**src/rtl/audio_stream_pkg.sv**
```systemverilog
// Shared constants and helpers for the audio sample streaming path.
package audio_stream_pkg;

    localparam int SAMPLE_W      = 16;
    localparam int AXIS_DATA_W   = 32;
    localparam int FFT_FRAME_LEN = 1024;

    // Widen a signed PCM sample to the AXI-Stream data width.
    function automatic logic [AXIS_DATA_W-1:0] sext_sample(input logic [SAMPLE_W-1:0] s);
        return {{(AXIS_DATA_W-SAMPLE_W){s[SAMPLE_W-1]}}, s};
    endfunction

endpackage

```
**src/rtl/sample_axis_source_if.sv**
```systemverilog
// AXI4-Stream beat bundle carrying widened audio samples.
interface sample_axis_source_if;
    import audio_stream_pkg::*;

    logic [AXIS_DATA_W-1:0] tdata;
    logic                   tvalid;
    logic                   tready;
    logic                   tlast;

    modport master (output tdata, output tvalid, output tlast, input tready);
    modport slave  (input tdata, input tvalid, input tlast, output tready);

endinterface

```
**src/rtl/sync_fifo_fwft.sv**
```systemverilog
// First-word-fall-through FIFO: the head entry is visible on rd_data
// whenever the FIFO is not empty. Writes to a full FIFO are accepted only
// when a read frees a slot in the same cycle.
module sync_fifo_fwft #(
    parameter  int WIDTH = 16,
    parameter  int DEPTH = 16,
    localparam int PTR_W = $clog2(DEPTH),
    localparam int LVL_W = PTR_W + 1
) (
    input  logic             clk,
    input  logic             rst_n,
    input  logic             clr,
    input  logic             wr_en,
    input  logic [WIDTH-1:0] wr_data,
    input  logic             rd_en,
    output logic [WIDTH-1:0] rd_data,
    output logic             empty,
    output logic             full,
    output logic [LVL_W-1:0] level
);

    logic [WIDTH-1:0] mem [DEPTH];
    logic [PTR_W-1:0] wr_ptr;
    logic [PTR_W-1:0] rd_ptr;
    logic             wr_ok;
    logic             rd_ok;

    assign empty   = (level == '0);
    assign full    = (level == LVL_W'(DEPTH));
    assign rd_ok   = rd_en & ~empty;
    assign wr_ok   = wr_en & (~full | rd_ok);
    assign rd_data = mem[rd_ptr];

    // Store the incoming word at the tail.
    // NOTE: the storage array has no reset; emptiness is tracked by the
    // level counter, so stale words are never presented as valid data.
    always_ff @(posedge clk) begin
        if (wr_ok) mem[wr_ptr] <= wr_data;
    end

    // Advance pointers and occupancy; clear and reset both empty the FIFO.
    // NOTE: non-blocking assignments keep every register sampling the
    // pre-edge values, so level and pointers update consistently.
    always_ff @(posedge clk) begin
        if (!rst_n || clr) begin
            wr_ptr <= '0;
            rd_ptr <= '0;
            level  <= '0;
        end else begin
            if (wr_ok) wr_ptr <= wr_ptr + PTR_W'(1);
            if (rd_ok) rd_ptr <= rd_ptr + PTR_W'(1);
            case ({wr_ok, rd_ok})
                2'b10:   level <= level + LVL_W'(1);
                2'b01:   level <= level - LVL_W'(1);
                default: level <= level;
            endcase
        end
    end

endmodule

```
**src/rtl/sample_axis_source.sv**
```systemverilog
// AXI4-Stream master feeding captured audio samples to the draw/analysis
// blocks: buffers strobed samples, sign-extends them, marks FFT frame
// boundaries with tlast and keeps drop statistics.
module sample_axis_source #(
    parameter  int SAMPLE_W   = audio_stream_pkg::SAMPLE_W,
    parameter  int FIFO_DEPTH = 16,
    parameter  int FRAME_LEN  = audio_stream_pkg::FFT_FRAME_LEN,
    parameter  int DROP_CNT_W = 16,
    localparam int LVL_W      = $clog2(FIFO_DEPTH) + 1
) (
    input  logic                  m00_axis_aclk,
    input  logic                  m00_axis_aresetn,
    input  logic                  enable,
    input  logic                  flush,
    input  logic [SAMPLE_W-1:0]   sample_in,
    input  logic                  sample_valid,
    sample_axis_source_if.master  m00_axis,
    output logic [LVL_W-1:0]      fifo_level,
    output logic                  overflow,
    output logic [DROP_CNT_W-1:0] dropped_count
);
    import audio_stream_pkg::*;

    localparam int BEAT_W = $clog2(FRAME_LEN);

    logic [SAMPLE_W-1:0] head_sample;
    logic                fifo_empty;
    logic                fifo_full;
    logic                wr_req;
    logic                handshake;
    logic                drop;
    logic [BEAT_W-1:0]   beat_idx;

    // A strobe during flush is discarded outright and never counts as a drop.
    assign wr_req    = sample_valid & enable & ~flush;
    assign handshake = m00_axis.tvalid & m00_axis.tready;
    // A full FIFO still takes the sample if the head leaves this cycle.
    assign drop      = wr_req & fifo_full & ~handshake;

    sync_fifo_fwft #(
        .WIDTH (SAMPLE_W),
        .DEPTH (FIFO_DEPTH)
    ) u_fifo (
        .clk     (m00_axis_aclk),
        .rst_n   (m00_axis_aresetn),
        .clr     (flush),
        .wr_en   (wr_req),
        .wr_data (sample_in),
        .rd_en   (handshake),
        .rd_data (head_sample),
        .empty   (fifo_empty),
        .full    (fifo_full),
        .level   (fifo_level)
    );

    // Output beat comes straight from the FIFO head, so it holds until taken.
    assign m00_axis.tvalid = ~fifo_empty;
    assign m00_axis.tdata  = fifo_empty ? '0 : AXIS_DATA_W'($signed(head_sample));
    assign m00_axis.tlast  = ~fifo_empty & (beat_idx == BEAT_W'(FRAME_LEN - 1));

    // Frame position follows transmitted beats; drop statistics saturate.
    always_ff @(posedge m00_axis_aclk) begin
        if (!m00_axis_aresetn || flush) begin
            beat_idx      <= '0;
            overflow      <= 1'b0;
            dropped_count <= '0;
        end else begin
            if (handshake) beat_idx <= beat_idx + BEAT_W'(1);
            if (drop) begin
                overflow <= 1'b1;
                if (dropped_count != '1) dropped_count <= dropped_count + DROP_CNT_W'(1);
            end
        end
    end

endmodule

```
**src/flat_wrapper.sv**
```systemverilog
// flat-port wrapper written by rule: the top's interface ports become plain ports
module sample_axis_source_flat import audio_stream_pkg::*;
#(
    parameter  int SAMPLE_W   = audio_stream_pkg::SAMPLE_W,
    parameter  int FIFO_DEPTH = 16,
    parameter  int FRAME_LEN  = audio_stream_pkg::FFT_FRAME_LEN,
    parameter  int DROP_CNT_W = 16,
    localparam int LVL_W      = $clog2(FIFO_DEPTH) + 1
)
  (m00_axis_aclk, m00_axis_aresetn, enable, flush, sample_in, sample_valid, fifo_level, overflow, dropped_count, m00_axis_tdata, m00_axis_tvalid, m00_axis_tlast, m00_axis_tready);
  sample_axis_source_if m00_axis_i ();
  input  logic m00_axis_aclk;
  input  logic m00_axis_aresetn;
  input  logic enable;
  input  logic flush;
  input  logic [SAMPLE_W-1:0] sample_in;
  input  logic sample_valid;
  output logic [LVL_W-1:0] fifo_level;
  output logic overflow;
  output logic [DROP_CNT_W-1:0] dropped_count;
  output wire logic [$bits(m00_axis_i.tdata)-1:0] m00_axis_tdata;
  output wire logic [$bits(m00_axis_i.tvalid)-1:0] m00_axis_tvalid;
  output wire logic [$bits(m00_axis_i.tlast)-1:0] m00_axis_tlast;
  input wire logic [$bits(m00_axis_i.tready)-1:0] m00_axis_tready;
  assign m00_axis_tdata = m00_axis_i.tdata;
  assign m00_axis_tvalid = m00_axis_i.tvalid;
  assign m00_axis_tlast = m00_axis_i.tlast;
  assign m00_axis_i.tready = m00_axis_tready;
  sample_axis_source #(.SAMPLE_W(SAMPLE_W), .FIFO_DEPTH(FIFO_DEPTH), .FRAME_LEN(FRAME_LEN), .DROP_CNT_W(DROP_CNT_W)) u_core (.m00_axis_aclk(m00_axis_aclk), .m00_axis_aresetn(m00_axis_aresetn), .enable(enable), .flush(flush), .sample_in(sample_in), .sample_valid(sample_valid), .m00_axis(m00_axis_i), .fifo_level(fifo_level), .overflow(overflow), .dropped_count(dropped_count));
endmodule
```
**config.mk**
```make
export PLATFORM = sky130hd
export DESIGN_NAME = sample_axis_source_flat
export DESIGN_NICKNAME = d
export VERILOG_FILES = /design/src/rtl/audio_stream_pkg.sv /design/src/rtl/sample_axis_source_if.sv /design/src/rtl/sync_fifo_fwft.sv /design/src/rtl/sample_axis_source.sv /design/src/flat_wrapper.sv
export SDC_FILE = /design/constraint.sdc
export NUM_CORES = 1
export LEC_CHECK = 0
export ABC_AREA = 1
export BUFFER_PORTS_ARGS = -buffer_cell sky130_fd_sc_hd__buf_2
export CAP_MARGIN = 20
export CORE_ASPECT_RATIO = 0.5
export CORE_MARGIN = 2
export CORE_UTILIZATION = 60
export CTS_BUF_LIST = sky130_fd_sc_hd__clkbuf_16
export CTS_CLUSTER_SIZE = 24
export DETAILED_ROUTE_END_ITERATION = 10
export PLACE_DENSITY = 0.85
export SYNTH_ARGS = -nofsm -noshare
export SYNTH_HDL_FRONTEND = slang
export SYNTH_SLANG_ARGS = --single-unit
```
**constraint.sdc**
```tcl
create_clock -name m00_axis_aclk -period 2.95 [get_ports m00_axis_aclk]
set_clock_uncertainty 0.15 [all_clocks]
set_input_delay 0.295 -clock m00_axis_aclk [delete_from_list [all_inputs] [get_ports m00_axis_aclk]]
set_output_delay 0.295 -clock m00_axis_aclk [all_outputs]
set_load 0.05 [all_outputs]
```
==> out/metrics.yaml <==
run_status:
  status: "finished, final reports clean"
clock_tree:
  cts_root_buffer: "clkbuf_16"
  clkSinkCount: 300
  cts_made_buffers: 25
  clk_pin_slew_ps: 70
  cts_htree_levels: 1
  tritoncts: "done"
  clk_latency_ps: 520
  clk_path_buf_depth: 3
power:
  vdd_drop_max_v: 0.000485
  p_leak_nw: 4.95
  p_per_area_mw_per_mm2: 615
drt:
  via_per_inst: 6.32
  drc: 0
  final_antenna_net_count: 0
  drt_first_pass_iters: 5
  vias: 8980
  drtIter0Drc: 1353
  wirelength_mm: 31.0
  avgRoutedWirePerCell_um: 21.8
cells_and_area:
  nFillCells: 1349
  multi_input_area_mm2: 0.00329
  nNetsFinal: 1159
  diodes: 0
  final_cell_mix: "256 x edfxtp_1, 177 x nor2_1, 150 x o21ai_0"
  regArea_mm2: 0.00858
  layout.cells.most_common: "edfxtp_1"
  synthToLayoutAreaGrowth_pct: 14.0
  finish.cell_count_without_fillers: 1420
  layout-drive-gt1-share_pct: 17.4
  final_util_pct: 69.1
floorplanning:
  die_w_um: 207
  start_util_pct: 60.6
  die_h_um: 105
  core_mm2: 0.0204
  die-area_mm2: 0.0218
  num_io_pins: 78
  rows: 37
sta:
  final_hold_viol_count: 0
  max-slew-margin-rel_pct: 55.6
  period_share_pct: 99.1
  fin_setup_tns_ps: 0
  setup_violations: 0
  timing.final.crit_period_ps: 2920
  tightest_slew_ps: 666
  maxSlewViolCount: 0
  fmax_ghz: 0.342
  rsz0062_at_grt: "yes"
setup_path:
  r2r_end: "u_core.u_fifo.mem[0][7]"
  crit_type: "flip-flop to primary output"
  start_kind: "flip-flop"
  path_buf_inv: 2
  path_cells: "buf_6, o21ai_0, o221ai_1, nand3_1, a21oi_1, buf_2"
  crit_required_ps: 2510
  r2r_cells: 9
  crit_arrival_ps: 2480
  critPathMaxFanout: 38
  reg2reg_slack_ps: 670
  slowest_stage: "dfxtp_4"
  end_kind: "primary output"
  reg2reg_from: "u_core.u_fifo.level[3]"
  path_delay_family: "compound AO/OA/AOI/OAI gates"
  max_stage_delay_ps: 490
synthesis:
  synth_warnings: 0
  synth_edf_count: 256
  synth_fa_ha_area_share_pct: 0.912
  synth.distinct_cells: 41
  synth-seq-cells: 300
  async_flop_share_pct: 0
  synth_top_area_share_pct: 62.2
  yosys.area_share.simple_pct: 12.1
  yosys.area.top_type: "edfxtp_1"
  synth_flop_cell: "edfxtp_1"
  synth-xor-area-share_pct: 0.425
  synth_compound_area_share_pct: 12.7
  synth.area.top_cells: "edfxtp_1 62%, dfxtp_1 7.1%, o21ai_0 6.1%"
  ys_seq_area_share_pct: 69.4
  synth_fp_nets: 1075
  synth_top_family_by_area: "compound AO/OA/AOI/OAI gates"
  synth_cells: 1044
  synth_area_mm2: 0.0124
  avgSynthCellArea_um2: 11.8
  synth_mux_area_share_pct: 0
worst_hold_path:
  hold_path_class: "primary input to flip-flop"
  hold_end: "u_core.u_fifo.mem[10][2]"
  min_from: "sample_in[2]"
  hold_depth: 1
place:
  io_buffers: 77
  gp_congestion: 0.861
  dp_hpwl_mm: 17.2
  placed_cells: 1356
global_route:
  antenna_found_initial: 0
  grt_pass1_vias: 8612
  grt_pass1_wl_mm: 46.0
  track_usage_pct: 27.7
  grt_start_max_net_pins: 89
  grt-ovfl-total: 0
run:
  drv_cap: 0
worst max-delay path by stage:
stage	end	cells after the start	slack [ps]	from
2_1_floorplan	m00_axis_tdata[16]	5	100	u_core.u_fifo.level[0]
3_3_place_gp	m00_axis_tdata[8]	8	460	flip-flop
3_5_place_dp	m00_axis_tdata[3]	6	370	flip-flop
4_1_cts	m00_axis_tdata[5]	7	4	flip-flop
5_1_grt	m00_axis_tdata[7]	8	-100	flip-flop
6_report	m00_axis_tdata[1]	6	30	flip-flop
cell type report:
| class | count | area share, % |
|---|---|---|
| Inverter | 52 | 1.42 |
| Timing Repair Buffer | 129 | 6.38 |
| Clock inverter | 21 | 1.10 |
| Sequential cell | 300 | 60.9 |
| Multi-Input combinational cell | 620 | 23.3 |
| Clock buffer | 25 | 4.44 |
| Tap cell | 273 | 2.43 |
cell families after synthesis:
group                      Yosys count
AOI/OAI and AO/OA                  268
xor gates and xnor gates             6
adders and majority gates            9
buffers and inverters              124
DFF                                300
and+or+nand+nor                    337
metal layers:
layer / vias up / track usage [%] / part of all wire, %
li1: 3950 / - / -
met3: 103 / 5.23 / 11
met2: 644 / 44.8 / 48
met4: 0 / 9.93 / 3.4
met1: 4283 / 37.8 / 38
met5: - / 0 / 0
flip-flops by register name (all words and copies together) (netlist names), named ones only:
register and flops:
u_core.u_fifo.mem 256, u_core.overflow 1, u_core.dropped_count 16, u_core.beat_idx 10, u_core.u_fifo.level 5, u_core.u_fifo.rd_ptr 4, u_core.u_fifo.wr_ptr 4
stage by stage:
step | cell area [um2] | setup WS (ps) | total power, mW | hold WS (ps)
6_report | 14100 | 25.3 | 8.67 | 8.79
5_1_grt | 14100 | -101 | 8.85 | 10.9
4_1_cts | 14000 | 3.71 | 8.64 | 0.832
3_5_place_dp | 13100 | 372 | 5.49 | 325
3_3_place_gp | 13100 | 464 | 5.46 | 301
2_1_floorplan | 12400 | 104 | 5.30 | 244
cell usage after synthesis (5+ instances only):
library cell	count
dfxtp_1	44
nand3_1	45
inv_2	5
nor2_1	193
ha_1	9
o221ai_1	48
nor3_1	6
buf_2	16
nand2_1	58
o21ai_0	150
inv_1	46
nand4_1	8
buf_4	18
edfxtp_1	256
o22ai_1	16
a21oi_1	41
clkbuf_1	35
where the power goes:
part / switching (mW) / internal [mW] / total [mW]
clock: 1.49 / 1.73 / 3.22
combinational: 0.622 / 0.203 / 0.825
sequential: 0.0179 / 4.61 / 4.63
what timing repair did:
item / CTS / global route
setup buffers: 1 / 2
resized for setup: 7 / 4
cloned: 0 / 1
endpoints found under the setup margin: 31 / 30
hold buffers: 14 / 0
hold endpoints to repair: 193 / 0
pin swaps: 0 / 1
worst reg2reg max path, stage by stage, from the launching register on:
cell     delay [ps]
dfxtp_1         410
nor2_2           80
nand3_4         130
nand2_4         110
nand2_4         110
nand2_2         100
inv_1           120
nand2_1         160
nor2_2          220
buf_4           360
No activity file was read; power rests on OpenSTA's default activity.
